File: src/rtl/pdp8l_iot_pkg.sv
// ---------------------------------------------------------------------------
// pdp8l_iot_pkg
// Shared definitions for the PDP-8/L IOT initiator (CPU-side IOP sequencer):
//   - iot_state_t : sequencer state encoding
//   - IOP1/IOP2/IOP4 : one-hot pulse selects placed in ioopcode[2:0]
//   - IOT_OP      : opcode[11:9] value identifying an IOT instruction
//   - next_pulse  : picks the next pulse to issue (lowest pending bit first,
//                   giving the hardware order IOP1, IOP2, IOP4)
// ---------------------------------------------------------------------------
package pdp8l_iot_pkg;

    typedef enum logic [2:0] {
        ST_IDLE   = 3'd0,
        ST_PSTART = 3'd1,
        ST_PHOLD  = 3'd2,
        ST_PSTOP  = 3'd3,
        ST_PGAP   = 3'd4,
        ST_FIN    = 3'd5
    } iot_state_t;

    localparam logic [2:0] IOP1   = 3'b001;
    localparam logic [2:0] IOP2   = 3'b010;
    localparam logic [2:0] IOP4   = 3'b100;
    localparam logic [2:0] IOT_OP = 3'o6;

    // Lowest set bit of the pending mask, or 0 when nothing is pending.
    function automatic logic [2:0] next_pulse(input logic [2:0] pending);
        logic [2:0] sel;
        sel = 3'b000;
        if (pending[0]) begin
            sel = IOP1;
        end else if (pending[1]) begin
            sel = IOP2;
        end else if (pending[2]) begin
            sel = IOP4;
        end
        return sel;
    endfunction

endpackage

File: src/rtl/pdp8l_iot_initiator.sv
// ---------------------------------------------------------------------------
// pdp8l_iot_initiator
// Bus-master side of the PDP-8/L I/O pulse interface. Executes one IOT
// instruction as a sequence of IOP1/IOP2/IOP4 pulses on the
// iopstart/iopstop/ioopcode/cputodev bus, folds the device responses into
// the AC and returns the final AC plus the accumulated skip flag.
//
// Ports:
//   CLOCK, RESET        clock, synchronous active-high reset
//   start/opcode/acin   request (accepted only while idle)
//   busy                sequence in progress (cycle after start .. FIN)
//   done                one-cycle completion strobe
//   acout/skip          result, valid from done, held afterwards
//   iopstart/iopstop    one-cycle leading / trailing edge of each IOP
//   ioopcode            {opcode[11:3], pulse bit}
//   cputodev            running AC presented to the device during a pulse
//   devtocpu/AC_CLEAR/IO_SKIP  device responses, sampled on the last hold cycle
//   INT_RQST/intrq      interrupt request, registered one cycle
//
// Per pulse: PSTART(1) + PHOLD(PULSEW) + PSTOP(1) + PGAP(GAPW) cycles.
// ---------------------------------------------------------------------------
module pdp8l_iot_initiator
    import pdp8l_iot_pkg::*;
#(
    parameter int PULSEW = 4,
    parameter int GAPW   = 2
) (
    input  logic        CLOCK,
    input  logic        RESET,
    input  logic        start,
    input  logic [11:0] opcode,
    input  logic [11:0] acin,
    output logic        busy,
    output logic        done,
    output logic [11:0] acout,
    output logic        skip,
    output logic        iopstart,
    output logic        iopstop,
    output logic [11:0] ioopcode,
    output logic [11:0] cputodev,
    input  logic [11:0] devtocpu,
    input  logic        AC_CLEAR,
    input  logic        IO_SKIP,
    input  logic        INT_RQST,
    output logic        intrq
);

    localparam int CNT_MAX = (PULSEW > GAPW) ? PULSEW : GAPW;
    localparam int CNT_W   = $clog2(CNT_MAX + 1);

    iot_state_t        state_reg;
    logic [CNT_W-1:0]  cnt_reg;
    logic [8:0]        op_reg;        // opcode[11:3], device + IOT field
    logic [11:0]       ac_reg;        // running AC across pulses
    logic              skip_acc_reg;
    logic [2:0]        pending_reg;   // pulses still to issue
    logic [2:0]        sel_reg;       // pulse currently on the bus

    logic [2:0]        first_sel;
    logic [2:0]        next_sel;
    logic              is_iot;

    assign is_iot    = (opcode[11:9] == IOT_OP) && (opcode[2:0] != 3'b000);
    assign first_sel = next_pulse(opcode[2:0]);
    assign next_sel  = next_pulse(pending_reg);

    always_ff @(posedge CLOCK) begin
        if (RESET) begin
            state_reg    <= ST_IDLE;
            cnt_reg      <= '0;
            op_reg       <= '0;
            ac_reg       <= '0;
            skip_acc_reg <= 1'b0;
            pending_reg  <= '0;
            sel_reg      <= '0;
            busy         <= 1'b0;
            done         <= 1'b0;
            acout        <= '0;
            skip         <= 1'b0;
            iopstart     <= 1'b0;
            iopstop      <= 1'b0;
            ioopcode     <= '0;
            cputodev     <= '0;
            intrq        <= 1'b0;
        end else begin
            // Interrupt request is just re-timed; it does not interact with
            // the pulse sequencing.
            intrq <= INT_RQST;
            done  <= 1'b0;

            unique case (state_reg)
                ST_IDLE: begin
                    if (start) begin
                        busy         <= 1'b1;
                        op_reg       <= opcode[11:3];
                        ac_reg       <= acin;
                        skip_acc_reg <= 1'b0;
                        pending_reg  <= opcode[2:0];
                        cnt_reg      <= '0;
                        if (is_iot) begin
                            state_reg <= ST_PSTART;
                            sel_reg   <= first_sel;
                            iopstart  <= 1'b1;
                            ioopcode  <= {opcode[11:3], first_sel};
                            cputodev  <= acin;
                        end else begin
                            // Nothing to pulse: complete with AC unchanged.
                            state_reg <= ST_FIN;
                            done      <= 1'b1;
                            acout     <= acin;
                            skip      <= 1'b0;
                        end
                    end
                end

                ST_PSTART: begin
                    iopstart  <= 1'b0;
                    state_reg <= ST_PHOLD;
                    cnt_reg   <= CNT_W'(PULSEW - 1);
                end

                ST_PHOLD: begin
                    if (cnt_reg == '0) begin
                        // Last hold cycle: device outputs are settled.
                        ac_reg       <= (AC_CLEAR ? 12'o0000 : ac_reg) | devtocpu;
                        skip_acc_reg <= skip_acc_reg | IO_SKIP;
                        iopstop      <= 1'b1;
                        state_reg    <= ST_PSTOP;
                        cnt_reg      <= '0;
                    end else begin
                        cnt_reg <= cnt_reg - 1'b1;
                    end
                end

                ST_PSTOP: begin
                    iopstop     <= 1'b0;
                    ioopcode    <= '0;
                    cputodev    <= '0;
                    pending_reg <= pending_reg & ~sel_reg;
                    state_reg   <= ST_PGAP;
                    cnt_reg     <= CNT_W'(GAPW - 1);
                end

                ST_PGAP: begin
                    if (cnt_reg == '0) begin
                        cnt_reg <= '0;
                        if (pending_reg != 3'b000) begin
                            // Later pulses present the AC as modified so far.
                            state_reg <= ST_PSTART;
                            sel_reg   <= next_sel;
                            iopstart  <= 1'b1;
                            ioopcode  <= {op_reg, next_sel};
                            cputodev  <= ac_reg;
                        end else begin
                            state_reg <= ST_FIN;
                            done      <= 1'b1;
                            acout     <= ac_reg;
                            skip      <= skip_acc_reg;
                        end
                    end else begin
                        cnt_reg <= cnt_reg - 1'b1;
                    end
                end

                ST_FIN: begin
                    busy      <= 1'b0;
                    state_reg <= ST_IDLE;
                    cnt_reg   <= '0;
                end

                default: begin
                    state_reg <= ST_IDLE;
                    busy      <= 1'b0;
                    iopstart  <= 1'b0;
                    iopstop   <= 1'b0;
                end
            endcase
        end
    end

endmodule
File: config.mk
export PLATFORM = sky130hd
export DESIGN_NAME = pdp8l_iot_initiator
export DESIGN_NICKNAME = d
export VERILOG_FILES = /design/src/rtl/pdp8l_iot_pkg.sv /design/src/rtl/pdp8l_iot_initiator.sv
export SDC_FILE = /design/constraint.sdc
export NUM_CORES = 1
export LEC_CHECK = 0
export BUFFER_PORTS_ARGS = -buffer_cell sky130_fd_sc_hd__buf_2
export CORE_MARGIN = 1.5
export CORE_UTILIZATION = 25
export CTS_CLUSTER_DIAMETER = 40
export DETAILED_ROUTE_END_ITERATION = 12
export GPL_ROUTABILITY_DRIVEN = 1
export PLACE_DENSITY = 0.5
export SETUP_SLACK_MARGIN = 0.1
export SYNTH_ARGS = -nofsm -noshare
export SYNTH_HDL_FRONTEND = slang
export SYNTH_SLANG_ARGS = --single-unit
export TNS_END_PERCENT = 10
File: constraint.sdc
create_clock -name CLOCK -period 2 [get_ports CLOCK]
set_input_delay 0.1 -clock CLOCK [delete_from_list [all_inputs] [get_ports CLOCK]]
set_output_delay 0.1 -clock CLOCK [all_outputs]
set_load 0.02 [all_outputs]
==> results of run 1 <==
cells in the mapped netlist (all sizes together), types with 6 or more instances:
library cell and instances:
clkbuf 17, nand3 12, a22oi 10, dfxtp 76
nor3b 6, nand2 77, buf 23, nor3 29
a211o 12, a21oi 59, a211oi 10, mux2 13
nor2b 16, nor2 20, a311oi 14, o21ai 8
logic make-up (layout without fill, tap and decap cells):
kind of cell	after synthesis	after routing
XOR/XNOR	1	1
AO/OA/AOI/OAI	129	129
flip-flops	76	76
buffers and inverters	42	132
AND/OR/NAND/NOR	179	179
multiplexers	14	14
power groups by stage:
stage / registers, mW / clock network (mW) / logic, mW
floorplan: 2.25 / 0 / 1.49
global placement: 2.10 / 0 / 2.36
detailed placement: 2.12 / 0 / 2.41
CTS: 2.09 / 1.98 / 2.42
global route: 2.14 / 2.06 / 2.65
finish: 2.09 / 1.94 / 2.41
worst max-delay path: stages, from the launching register on:
cell and delay [ns]:
dfxtp_2 0.36, or4b_4 0.57, nor3_4 0.32, buf_4 0.17, buf_4 0.09, o22ai_1 0.11, a21oi_1 0.14
routing by layer:
| metal | track usage | wire length (um) | vias up |
|---|---|---|---|
| li1 | - | - | 1761 |
| met1 | 0.196 | 5510 | 1693 |
| met2 | 0.219 | 5110 | 72 |
| met3 | 0.0402 | 553 | 12 |
| met4 | 0.0468 | 133 | 2 |
| met5 | 0 | 13 | - |
cell type report:
type | count | area, um^2
timing repair buffer | 114 | 692
clock buffer | 12 | 256
fill | 1532 | 9750
clock inverter | 4 | 95.1
multi-input combinational | 323 | 2030
sequential | 76 | 1530
tap | 184 | 230
inverter | 2 | 7.51
stage by stage:
| step | hold WS, ns | instances |
|---|---|---|
| 2_1_floorplan | 0.228 | 441 |
| 3_3_place_gp | 0.316 | 696 |
| 3_5_place_dp | 0.316 | 696 |
| 4_1_cts | 0.00870 | 713 |
| 5_1_grt | 0.0210 | 715 |
| 6_report | 0.0168 | 715 |
worst paths after layout:
| path | startpoint | to | slack, ns |
|---|---|---|---|
| worst max-delay path | state_reg[2] | sel_reg[2] | 0.17 |
| worst min register to register | op_reg[6] | op_reg[6] | 0.46 |
| worst max register to register | state_reg[2] | sel_reg[2] | 0.17 |
| worst min-delay path | opcode[7] | op_reg[4] | 0.02 |
repair_timing:
action / CTS / global route
resized for setup: 0 / 5
buffers inserted: 0 / 2
hold endpoints to repair: 1 / 0
endpoints found under the setup margin: 0 / 23
hold buffers: 1 / 0
==> metrics.txt, run 1 <==
Final min period 1.83 ns; switching pwr ~2.3 mW; Fin Setup TNS 0 ns; Post-Syn Area approximately 3700 um^2; worst hold path class in2reg; multiplexer share of the synthesized area 0.0417; I/O Buffers 83; Core Area 14600 um^2; Compound-Gate Fraction of Synth Area 0.246; Die Wd around 130 um; vias in the first global route 3374; final hold violation count 0; worst-path fanout max 8; Total Routing Usage GR 0.144; Clock Root Buffer clkbuf_16; # clock sinks 76; Worst-path clk slew around 0.06 ns; GRT overflow 0; FMAX approximately 0.55 GHz; RD Place Congestion roughly 0.81; most frequent cells in the layout 83 x buf_2, 77 x nand2_1, 73 x dfxtp_1; final critical-path setup slack about 0.17 ns; die height between 100 and 150 um; clock skew around 0.0075 ns; max-cap viol count 0; Worst Reg2Reg Path Length in Cells 6; TritonCTS clock tree built; Arrival @ worst endpoint between 2 and 2.5 ns; area post-placement 4440 um^2; largest net degree at the start of global routing 90; n_diodes 0; Clock Power Share 0.301; post-route ant nets 0; Ys Warns 0; endpoints failing setup 0; commonest non-fill, non-tap cell in the layout buf_2; Worst Setup End Kind flop; RSZ-0062 raised after global routing yes; fin util 0.331; nets@finish ~570; worst-margin pin slew around 0.45 ns; Seq cells post-synth 76; CTS H-tree depth 3; # rows 44; EDFF count, synth 0; post-synth net total between 400 and 500; Synth Area in Simple Gates 0.248; Critical Path RT 2.27 ns; Synth Area in Adders 0; Initial Utilization 0.257; CTS Buf Count 9; Synth async-reset ratio 0; initial antenna violation count 1; status completed; cell area after layout 4840 um^2; Syn Area/Cell 8.50 um^2; Bufs on Longest Clock Path 2; ranking of synthesized cells by area dfxtp_1 41%, a21oi_1 7.9%, nand2_1 7.7%; post-synth top area share 0.406; area of the die 15700 um^2; area leader, netlist dfxtp_1; first-pass GRT wire length about 18000 um; sw frac 0.358; Mapped Cells roughly 440; Final period util 0.917; post-route DRC violation count 0; fraction of final layout cells sized beyond drive strength 1 0.320; Peak VDD IR 601 uV; DR WL/cell about 16 um; Post-Synth XOR/XNOR Area 0.00234; cell depth of the worst hold path 3; P&R area growth vs syn 29.0%; power per standard cell area about 1300 nW/um^2; Synth Flop Type dfxtp_1; Seq/Total Area, Yosys 0.406; CP Class reg2reg; # IOs between 80 and 90; Post-Route WL about 11000 um; clock latency on the worst-skew pair 0.34 ns; Leak approximately 2 nW; unique cell type count in the Yosys netlist 54; DPL Wire Length slightly below 8000 um; internal power 4.14 mW; sequential power share 0.325; Power Total around 6.4 mW; Combinational Power Share 0.374; via count between 3k and 4k; initial DRC count ~230; Setup crit start kind flop; Final Max Slew Viols 0; via-per-instance ratio between 4 and 5; dpl ws roughly 0.14 ns; drt first pass iters 4; main combinational cell family by area after synthesis simple AND/OR/NAND/NOR gates; max_slew headroom 0.701
Note: power is estimated with default switching activity, not from simulation.
==> run 2: changes to the inputs <==
Settings changed: CTS_BUF_LIST from default to sky130_fd_sc_hd__clkbuf_4.
==> run 2 against run 1 <==
  * Design area rose by 2.8%
  * Total power decreased by 10%
  * Sequential cell count stayed put
  * Core utilization grew 0.92 points
  * Fmax is 0.37% lower
  * Non-clock buffer count grew 28
  * Worst hold slack gained 0.057 ns
  * Highest routed layer unchanged
  * Register-to-register slack about the same
==> metrics.txt, run 2 (synthesis gave the netlist of run 1 again) <==
worst hold path class in2reg; commonest non-fill, non-tap cell in the layout buf_2; Worst-path clk slew 0.13 ns; Worst Setup End Kind flop; FF-to-FF setup slack between 0.15 and 0.2 ns; fraction of final layout cells sized beyond drive strength 1 0.308; Bufs on Longest Clock Path 2; max_slew headroom 0.708; largest net degree at the start of global routing 90; Core Area around 15000 um^2; Hold Slack between 0.07 and 0.08 ns; CTS Buf Count 9; final std cells w/o fill 744; Total Routing Usage GR 0.145; Final period util 0.920; # IOs 84; cell area after layout 4970 um^2; power per standard cell area 1160 nW/um^2; via-per-instance ratio a little under 5; vias in the first global route ~3.5k; Leak just over 2 nW; worst-margin pin slew 0.438 ns; die height around 130 um; status completed; CP Class reg2reg; # clock sinks between 70 and 80; final hold violation count 0; endpoints failing setup 0; clock latency on the worst-skew pair between 0.4 and 0.5 ns; worst-path fanout max 6; fin util 0.341; nets@finish ~600; P&R area growth vs syn 32.6%; first-pass GRT wire length 18400 um; # rows 44; Critical Path Max Stage Delay between 0.5 and 0.6 ns; Setup crit start kind flop; clock skew between 0.01 and 0.015 ns; sequential power share 0.360; area post-placement between 4000 and 5000 um^2; Clock Power Share 0.210; Crit-path slowest cell or4b_4; RSZ-0062 raised after global routing yes; Cell Chain, Critical Path or4b_4 -> nor3_4 -> buf_12 -> clkbuf_16 -> nor3_1 -> a311oi_2; max-cap viol count 0; Final min period around 1.8 ns; Critical Path RT about 2.4 ns; Combinational Power Share 0.430; I/O Buffers between 80 and 90; most frequent cells in the layout 83 x buf_2, 77 x nand2_1, 73 x dfxtp_1; DPL Wire Length a little under 8000 um; Fin Setup TNS 0 ns; RD Place Congestion a little over 0.8; placed cells between 600 and 700; internal power ~3.5 mW; Die Wd approximately 130 um; Arrival @ worst endpoint roughly 2.2 ns; CTS H-tree depth 3; DR WL/cell about 16 um; post-route DRC violation count 0; initial antenna violation count 2; GRT overflow 0; TritonCTS clock tree built; Post-Route WL approximately 12000 um; initial DRC count 267; post-route ant nets 0; FMAX between 0.5 and 0.6 GHz; Clock Root Buffer clkbuf_4; area of the die around 16000 um^2; drt first pass iters 6; switching pwr 2.24 mW; Final Max Slew Viols 0; via count about 3.6k; Initial Utilization 0.257; Peak VDD IR about 340 uV; sw frac 0.387
[run 2: cell count changes in the layout (fill, tap and decap cells not counted)]
cell           previous run  this run
dlygate4sd3_1             1        26
clkbuf_4                  0        10
clkbuf_16                 9         1
clkbuf_8                  2         0
clkinv_1                  0         2
buf_12                    3         4
buf_4                    26        27
clkbuf_1                  1         0
dfxtp_2                   3         2
dfxtp_4                   0         1
diode_2                   0         1
[run 2: repair_timing]
item	in CTS	in global routing
setup endpoints to repair	0	23
endpoints found under the hold margin	26	0
hold buffers	26	0
gates resized for setup	0	6
setup buffers	0	4
[run 2: layout make-up]
| type | instances | area (um^2) |
|---|---|---|
| flip-flops and latches | 76 | 1530 |
| inverters | 2 | 7.51 |
| diodes | 1 | 2.50 |
| well taps | 184 | 230 |
| clock inverters | 6 | 103 |
| repair buffers | 142 | 995 |
| clock buffers | 10 | 75.1 |
| multi-input cells | 323 | 2030 |
| fillers | 1520 | 9620 |
[run 2: stage by stage]
stage                     total power [mW]  setup slack, ns
after global placement                4.47            0.238
after floorplan                       3.73            0.330
final                                 5.77            0.160
after global routing                  6.16           0.0819
after CTS                             5.78            0.124
after detailed placement              4.53            0.143
[run 2: power groups by stage]
stage / Clock, mW / Sequential (mW) / Combinational [mW]
6_report: 1.21 / 2.08 / 2.48
5_1_grt: 1.31 / 2.12 / 2.72
4_1_cts: 1.24 / 2.08 / 2.45
3_5_place_dp: 0 / 2.12 / 2.41
3_3_place_gp: 0 / 2.10 / 2.36
2_1_floorplan: 0 / 2.25 / 1.49
[run 2: worst paths after layout]
check                    start          end  cells past startpoint
hold reg to reg      op_reg[6]    op_reg[6]                      2
setup reg to reg  state_reg[0]  cputodev[2]                      6
setup / recovery  state_reg[0]  cputodev[2]                      6
hold / removal     devtocpu[5]    ac_reg[5]                      4
[run 2: layer usage]
metal,global-route usage,vias up,share of wire
met5,0,-,0.0011
li1,-,1815,-
met3,0.0338,17,0.046
met2,0.223,79,0.45
met4,0.0488,2,0.015
met1,0.198,1719,0.49
[run 2: critical path, delay by kind of cell (launching register included)]
family                 cells  cell delay, ns
AO/OA/AOI/OAI              1            0.24
buffers and inverters      2            0.29
flip-flops                 1            0.38
AND/OR/NAND/NOR            3            0.84
==> run 3: changes to the inputs <==
Settings changed: CELL_PAD_IN_SITES_DETAIL_PLACEMENT from default to 1, CELL_PAD_IN_SITES_GLOBAL_PLACEMENT from default to 2, PLACE_DENSITY 0.5 to 0.72.
==> run 3 against run 2 <==
  * Design area shrank 1.4%
  * Via count is 0.17% higher
  * Critical endpoint is now cputodev[11]
  * Worst hold slack got worse by 0.040 ns
  * Combinational power rose by 3%
  * Non-clock buffer count fell by 2
  * Global-route usage up 2.4 points
  * Core utilization shrank 0.47 points
  * Routed wire length grew 11%
  * Clock skew is 0.0040 ns higher
  * Sequential share of layout area rose by 0.35 points
==> metrics.txt, run 3 (synthesis gave the netlist of run 1 again) <==
status completed; via-per-instance ratio 4.91; Post-Route WL around 13000 um; clock skew 0.0163 ns; RSZ-0062 raised after global routing yes; worst-path fanout max 18; Die Wd ~130 um; RD Place Congestion ~0.79; fraction of final layout cells sized beyond drive strength 1 0.304; nets@finish 594; post-route ant nets 0; final hold violation count 0; Final Max Slew Viols 0; # IOs 84; Crit Reg-Reg Startpoint state_reg[2]; power per standard cell area approximately 1100 nW/um^2; commonest non-fill, non-tap cell in the layout buf_2; # rows 44; CTS H-tree depth 3; Clock Root Buffer clkbuf_4; worst hold path class in2reg; Setup crit start kind flop; Final min period 1.76 ns; FMAX roughly 0.57 GHz; most frequent cells in the layout 83 x buf_2, 77 x nand2_1, 74 x dfxtp_1; Critical Path RT about 2.4 ns; I/O Buffers 83; post-route DRC violation count 0; FF-to-FF setup slack roughly 0.24 ns; initial antenna violation count 1; Final period util 0.881; clock latency on the worst-skew pair around 0.47 ns; GRT overflow 0; CP Class reg2reg; Worst Reg2Reg Path Length in Cells 5; final std cells w/o fill 741; drt first pass iters 4; Core Area around 15000 um^2; # clock sinks 76; max-cap viol count 0; DR WL/cell between 15 and 20 um; Leak between 2 and 2.5 nW; Arrival @ worst endpoint approximately 2.2 ns; area of the die between 15000 and 20000 um^2; Reg2Reg Capture Point cputodev[11]; Fillers about 1.7k; largest net degree at the start of global routing 26; CP Capture Point cputodev[11]; via count 3638; Fin Setup TNS 0 ns; Total Routing Usage GR 0.168; P&R area growth vs syn 30.8%; initial DRC count between 200 and 250; Hold Slack ~0.034 ns; TritonCTS clock tree built; vias in the first global route 3693; max_slew headroom 0.682; Initial Utilization 0.257; CTS Buf Count 9; DPL Wire Length roughly 9000 um; die height between 100 and 150 um; Bufs on Longest Clock Path 2; first-pass GRT wire length just over 20000 um; endpoints failing setup 0; Worst-path clk slew 0.13 ns; worst-margin pin slew between 0.4 and 0.5 ns; Worst Setup End Kind flop; Crit. Startpoint state_reg[2]; placed cells between 600 and 700; Peak VDD IR about 290 uV
[run 3: per-stage QoR]
| stage | total power [mW] | util | instance area [um^2] | setup slack (ns) |
|---|---|---|---|---|
| 6_report | 5.59 | 0.336 | 4900 | 0.238 |
| 4_1_cts | 5.65 | 0.335 | 4890 | 0.147 |
| 3_5_place_dp | 4.65 | 0.309 | 4500 | 0.195 |
| 2_1_floorplan | 3.73 | - | 3750 | 0.330 |
| 5_1_grt | 5.99 | 0.336 | 4900 | 0.0552 |
| 3_3_place_gp | 4.58 | 0.309 | 4500 | 0.222 |
[run 3: worst min path at each step]
| stage | slack (ns) | end | cells past startpoint | from |
|---|---|---|---|---|
| 2_1_floorplan | 0.23 | intrq | 1 | INT_RQST |
| 3_5_place_dp | 0.35 | intrq | 2 | INT_RQST |
| 4_1_cts | 0.0004 | intrq | 2 | RESET |
| 6_report | 0.03 | intrq | 2 | RESET |
| 5_1_grt | 0.03 | intrq | 2 | RESET |
| 3_3_place_gp | 0.33 | intrq | 2 | INT_RQST |
[run 3: power breakdown]
group	internal (mW)	leakage, nW	switching, mW
clock	0.363	0.0690	0.576
sequential	1.84	0.622	0.273
combinational	1.09	1.31	1.46
total	3.28	2.00	2.31
[run 3: per-layer routing]
metal / vias to the layer above / wire length, um / global-route usage / share of wire
li1: 1806 / - / - / -
met1: 1752 / 6280 / 0.231 / 0.49
met2: 67 / 5950 / 0.260 / 0.46
met3: 13 / 412 / 0.0364 / 0.032
met4: 0 / 197 / 0.0588 / 0.015
met5: - / 0 / 0 / 0
[run 3: what timing repair did]
| item | in CTS | in global routing |
|---|---|---|
| endpoints found under the setup margin | 0 | 30 |
| resized for setup | 0 | 3 |
| setup buffers | 0 | 0 |
| hold endpoints to repair | 36 | 0 |
| hold buffers | 26 | 0 |
[run 3: cell type report]
class                      count  area (um^2)  share of cell area
antenna                        1         2.50            0.000511
clock buffer                   9         67.6              0.0138
inverter                       2         7.51             0.00153
timing repair buffer         140          983               0.201
clock inverter                 6         56.3              0.0115
sequential                    76         1520               0.311
tap                          184          230              0.0470
multi-input combinational    323         2030               0.414
[run 3: worst max-delay path, cell delays in order, from the launching register on]
cell and delay, ns:
dfxtp_1 0.39, or4b_4 0.58, nor3_4 0.21, buf_12 0.19
nor3_1 0.07, a311oi_2 0.24
